[src/rtl/word_serialiser.sv]
// word_serialiser: pops 32-bit words from a FIFO and feeds them byte by byte to a UART TX
module word_serialiser #(
    parameter int FIFO_RD_LATENCY = 1,
    parameter bit MSB_FIRST       = 1'b1
) (
    input  logic        i_clock,
    input  logic        i_reset,
    input  logic [31:0] i_fifo_data,
    input  logic        i_fifo_empty,
    output logic        o_fifo_rd_en,
    output logic [7:0]  o_tx_byte_data,
    output logic        o_tx_byte_send_sig,
    input  logic        i_tx_active,
    input  logic        i_tx_done_sig,
    output logic        o_word_sent_sig,
    output logic        o_busy
);
    typedef enum logic [2:0] {IDLE, FIFO_RD, LATCH, SEND, WAIT_DONE} state_t;
    localparam logic [1:0] LAT_LAST = 2'(FIFO_RD_LATENCY - 1);
    state_t      state, state_n;
    logic [31:0] shift, shift_n;
    logic [1:0]  byte_cnt, byte_cnt_n, lat_cnt, lat_cnt_n;
    logic        rd_en_n, send_n, sent_n;
    logic [7:0]  tx_byte_n, cur_byte;
    assign cur_byte = MSB_FIRST ? shift[31:24] : shift[7:0];
    always_comb begin
        state_n    = state;
        shift_n    = shift;
        byte_cnt_n = byte_cnt;
        lat_cnt_n  = lat_cnt;
        rd_en_n    = 1'b0;
        send_n     = 1'b0;
        sent_n     = 1'b0;
        tx_byte_n  = o_tx_byte_data;
        case (state)
            IDLE: if (!i_fifo_empty && !i_tx_active) begin
                rd_en_n = 1'b1;
                state_n = FIFO_RD;
            end
            FIFO_RD: begin
                lat_cnt_n = (lat_cnt == LAT_LAST) ? 2'd0 : lat_cnt + 2'd1;
                state_n   = (lat_cnt == LAT_LAST) ? LATCH : FIFO_RD;
            end
            LATCH: begin
                shift_n    = i_fifo_data;
                byte_cnt_n = 2'd3;
                state_n    = SEND;
            end
            SEND: if (!i_tx_active) begin
                send_n    = 1'b1;
                tx_byte_n = cur_byte;
                state_n   = WAIT_DONE;
            end
            WAIT_DONE: if (i_tx_done_sig) begin
                if (byte_cnt != 2'd0) begin
                    shift_n    = MSB_FIRST ? shift << 8 : shift >> 8;
                    byte_cnt_n = byte_cnt - 2'd1;
                    state_n    = SEND;
                end else begin
                    sent_n  = 1'b1;
                    state_n = IDLE;
                end
            end
            default: state_n = IDLE;
        endcase
    end
    always_ff @(posedge i_clock or posedge i_reset) begin
        if (i_reset) begin
            state              <= IDLE;
            shift              <= '0;
            byte_cnt           <= '0;
            lat_cnt            <= '0;
            o_fifo_rd_en       <= 1'b0;
            o_tx_byte_data     <= '0;
            o_tx_byte_send_sig <= 1'b0;
            o_word_sent_sig    <= 1'b0;
            o_busy             <= 1'b0;
        end else begin
            state              <= state_n;
            shift              <= shift_n;
            byte_cnt           <= byte_cnt_n;
            lat_cnt            <= lat_cnt_n;
            o_fifo_rd_en       <= rd_en_n;
            o_tx_byte_data     <= tx_byte_n;
            o_tx_byte_send_sig <= send_n;
            o_word_sent_sig    <= sent_n;
            o_busy             <= state_n != IDLE;
        end
    end
endmodule

[config.mk]
export PLATFORM = sky130hd
export DESIGN_NAME = word_serialiser
export DESIGN_NICKNAME = d
export VERILOG_FILES = /design/src/rtl/word_serialiser.sv
export SDC_FILE = /design/constraint.sdc
export NUM_CORES = 1
export LEC_CHECK = 0
export ABC_AREA = 1
export BUFFER_PORTS_ARGS = -buffer_cell sky130_fd_sc_hd__buf_2
export CAP_MARGIN = 20
export CORE_UTILIZATION = 50
export DETAILED_ROUTE_END_ITERATION = 7
export PLACE_DENSITY = 0.81
export SKIP_CTS_REPAIR_TIMING = 1
export SLEW_MARGIN = 20
export SYNTH_ARGS = -nofsm -noshare
export SYNTH_HDL_FRONTEND = slang
export SYNTH_SLANG_ARGS = --single-unit
[constraint.sdc]
create_clock -name i_clock -period 5.05 [get_ports i_clock]
set_clock_uncertainty 0.15 [all_clocks]
set_input_delay 1.2625 -clock i_clock [delete_from_list [all_inputs] [get_ports i_clock]]
set_output_delay 1.2625 -clock i_clock [all_outputs]
set_load 0.05 [all_outputs]
# Word-level counts from Yosys, hierarchy flattened
# Index checks and enable logic that the tools add are counted.
# op_classes
n_addsub,2
eq_ne,6
muxes,20
n_bitwise,1
reduce_logical,10
# ops
op,count
$mux 32,2
$pmux 32 s2,1
$pmux 3 s5,1
$mux 2,5
$mux 3,3
$mux 1,7
$eq 3x2->1 const B,2
$ne 2x2->1 const B,2
$pmux 2 s2,1
$reduce_bool 2->1,2
$eq 3x1->1 const B,1
$eq 3x3->1 const B,1
$logic_not 3->1,1
$reduce_and 3->1,1
$reduce_bool 3->1,1
$add 2x1->2 const B,1
$logic_not 1->1,2
$logic_not 2->1,1
$reduce_and 2->1,1
$sub 2x1->2 const B,1
$logic_and 1x1->1,1
$not 1->1,1
# totals
reg_bits,51
wordCells,48

# Longest topological paths before layout
# depth
ltp_word,5
mapped_depth,10

# Least setup slack after synthesis
# Ideal clock, no wire load.
# synth_path
kind,input to register
start,in i_tx_done_sig
end,reg shift[14]
setup_ns,0.116
t_arrival_ns,1.809
t_required_ns,4.784
slack_ns,2.975
stages,7
path_buffers,1
path_cell_list,inv_1 > nand3_2 > nand2_4 > inv_4 > buf_6 > nand2_1 > nand2_1
# synth_between
elab_chain_len,2
# synth_lines
item,line_no,rtl
from (decl),14,"input logic i_tx_done_sig,"
$ne 2x2->1 (no source line),-,
$reduce_and 3->1 (no source line),-,
to (signal assigned),80,shift <= shift_n;
to (decl),21,"logic [31:0] shift, shift_n;"
# Every way passes these cells.
# A chain may end at the register's enable or synchronous reset.

# Worst setup path after layout
# layout_path
start,reg state[0]
end,reg shift[16]
# layout_between
elab_chain_len,3
elab_cells_between_ends,7
cone_classes,eq/ne: 4; mux: 1; reduce/logical: 2
# layout_lines
item,line_no,rtl
from (decl),20,"state_t state, state_n;"
from (signal assigned),79,state <= state_n;
$eq 3x3->1 / $eq 3x2->1 (equally long branches),35,case (state)
$ne 2x2->1 (no source line) / $reduce_bool 2->1 (equally long branches),-,
$reduce_and 3->1 (no source line),-,
# Parallel ways exist; a longest one is shown, timed or not.

==> out/qor.txt <==
Final Util: 60.5%
Worst slack, placed: 2.50 ns
Syn Inst Count: 307
Port Buf Inserts: 48
Syn_area_per_cell: 7.84 um2
Fmax: 395 MHz
Global-route usage over all layers: 21.1%
Leak pwr: 1.60 nW
Yosys warns: 0
Setup ws final: 2.52 ns
Cell Area, Placed: 2620 um2
Post-route ant nets: 0
ANT cells: 0
Worst Max-Slew Pin Slew: 1.09 ns
Die Y: 71.4 um
Post-route non-filler standard cell count: 401
CTS buffer count: 5
Max Cap Viol: 0
Netlist cell types: 20
Crit-path cells: nor2_2, nand2_2, nand2_1, nand2_1, nand2_1, nand2_1
Peak VDD IR: 0.327 mV
Post-synthesis sequential area ratio: 53.0%
HPWL Detailed: 3.05 mm
Row count: 24
Setup violations, final: 0
Delay-heaviest family, CP: simple AND/OR/NAND/NOR gates
CP max stage delay: 0.85 ns
Core ar.: 4470 um2
Initial DRC Count: 157
DIE WIDTH: 71.4 um
Hold Path Origin: shift[29]
Final Hold Vio Count: 0
Post-synthesis mux area share: 0%
CTS tree: done
CP endpoint kind: register
Placer Congestion: 0.787
Ports: 49
Share of cells above drive strength 1: 18.9%
Clock root cell: clkbuf_8
Tmin final: 2.53 ns
Outcome: complete, but fails checks
Placed Instances: 394
Largest family of logic cells by synthesized area: simple AND/OR/NAND/NOR gates
DRC errors left: 2
Setup crit start kind: register
Initial antenna violation count: 0
Worst hold path class: register to register
Area Growth Syn to Fin: 12.5%
Global-route wire length before repair: 8.37 mm
Post-Synth Adder-Cell Area: 1.56%
Slowest cell on the critical path: nor2_2
Mapped Area: 2410 um2
Die area: 5090 um2
Skew-Pair Late Insertion Delay: 0.30 ns
Initial DRT Pass Iterations: 6
Nets: 389
Crit path max fanout: 29
Total grt overflow: 0
Post-synthesis net count: 347
CP most frequent cell: nand2_1
Pin count of the biggest net entering global routing: 52
Compound-Gate Fraction of Synth Area: 1.04%
Design Area, Final: 2710 um2
Worst hold slack: 0.325 ns
Max Slew Vio Count: 0
DR vias/cell: 4.97
Buf+Inv Stages, Crit Path: 0
Routed length per instance: 11.3 um
Setup Crit Path Kind: register to register
XOR/XNOR Fraction of Synth Area: 0%
Starting Density: 53.8%
Cell taking the most area after synthesis: dfrtp_1
Setup total negative slack: 0 ns
TritonCTS Sinks: 51
H-tree levels: 2
Final Power: 1.58 mW
Simple-Gate Fraction of Synth Area: 37.8%
Routed wire length: 4.53 mm
RSZ-0062 raised after global routing: no
Clock Path Buffers: 2
Worst Path Arrival: 2.59 ns
Req. time, crit path: 5.10 ns
Final-layout fill cell count: 408
Worst slew margin: 27.3%
Yosys top cell area share: 53.0%
Pwr Density: 583 nW/um2
Failing checks: design-rule violations
Beginning of the critical path: state[0]
Largest cells by area after synthesis: dfrtp_1, nand2_1, nand3_1
R2R Path Start: state[0]
Vias in the first global route: 1954
Period utilisation layout: 50.2%
Vias: 1993
Clk slew on worst S/H paths: 0.09 ns
Number of synthesized register bits: 51
[layout by cell type, fill, tap and decap left out]
cell and count:
nand2_1 167, dfrtp_1 51, buf_2 48, nand3_1 35, inv_1 11, nor2_1 6, clkbuf_8 6, inv_2 3
a21oi_1 3, nand4_1 3, ha_1 3, nand3_2 2, o21ai_0 2, clkinv_2 2, nor2_2 1, nor2_4 1
nand2_4 1, inv_4 1, nand2_2 1, nand3b_1 1, nor3_1 1
[cell families (layout without fill, tap and decap cells)]
logic type               after synthesis  in the layout
AO/OA/AOI/OAI                          5              5
AND/OR/NAND/NOR                      219            219
adder cells (fa/ha/maj)                3              3
buffers and inverters                 29             71
flip-flops                            51             51
[cell usage after synthesis, drive strengths merged]
| master | n |
|---|---|
| nand3b | 1 |
| inv | 16 |
| a21oi | 3 |
| o21ai | 2 |
| nor2 | 8 |
| buf | 13 |
| nand3 | 37 |
| ha | 3 |
| nand4 | 3 |
| nand2 | 169 |
| dfrtp | 51 |
| nor3 | 1 |
[area by class of cell]
type                       count  area (um2)  share of cell area (%)
sequential                    51        1280                    47.2
multi-input combinational    227         973                    36.0
timing repair buffer          48         240                    8.88
clock buffer                   6        82.6                    3.05
tap                           52        65.1                    2.40
inverter                      16        63.8                    2.36
clock inverter                 1        5.00                   0.185
[layer usage]
metal / vias to the layer above / GRT usage [%] / part of all wire, %
met5: - / 0 / 0
met3: 7 / 5.49 / 4.9
li1: 1038 / - / -
met2: 48 / 37.8 / 50
met4: 0 / 8.00 / 1.6
met1: 900 / 24.3 / 43
[worst paths after layout]
| kind | end | slack, ns | cells past startpoint |
|---|---|---|---|
| min reg2reg | o_tx_byte_data[5] | 0.33 | 2 |
| max | shift[16] | 2.52 | 6 |
| min in group asynchronous | o_busy | 0.94 | 2 |
| max reg2reg | shift[16] | 2.52 | 6 |
| max in group asynchronous | shift[15] | 3.30 | 2 |
| min | o_tx_byte_data[5] | 0.33 | 2 |
[power breakdown]
part	internal (mW)	switching, mW	leakage, nW	total, mW
sequential	0.591	0.104	0.637	0.696
combinational	0.183	0.466	0.919	0.648
clock	0.108	0.125	0.0470	0.233
total	0.882	0.695	1.60	1.58
[tightest hold or removal path, stage by stage, from the launching register on]
cell and delay [ns]:
dfrtp_1 0.35, nand2_1 0.05, nand2_1 0.05
[state kept, by name (all words and copies together) (netlist names)]
register,flops
shift,32
o_busy,1
o_fifo_rd_en,1
state,3
lat_cnt,2
o_tx_byte_send_sig,1
o_word_sent_sig,1
o_tx_byte_data,8
byte_cnt,2
(Power assumes the default switching activity.)
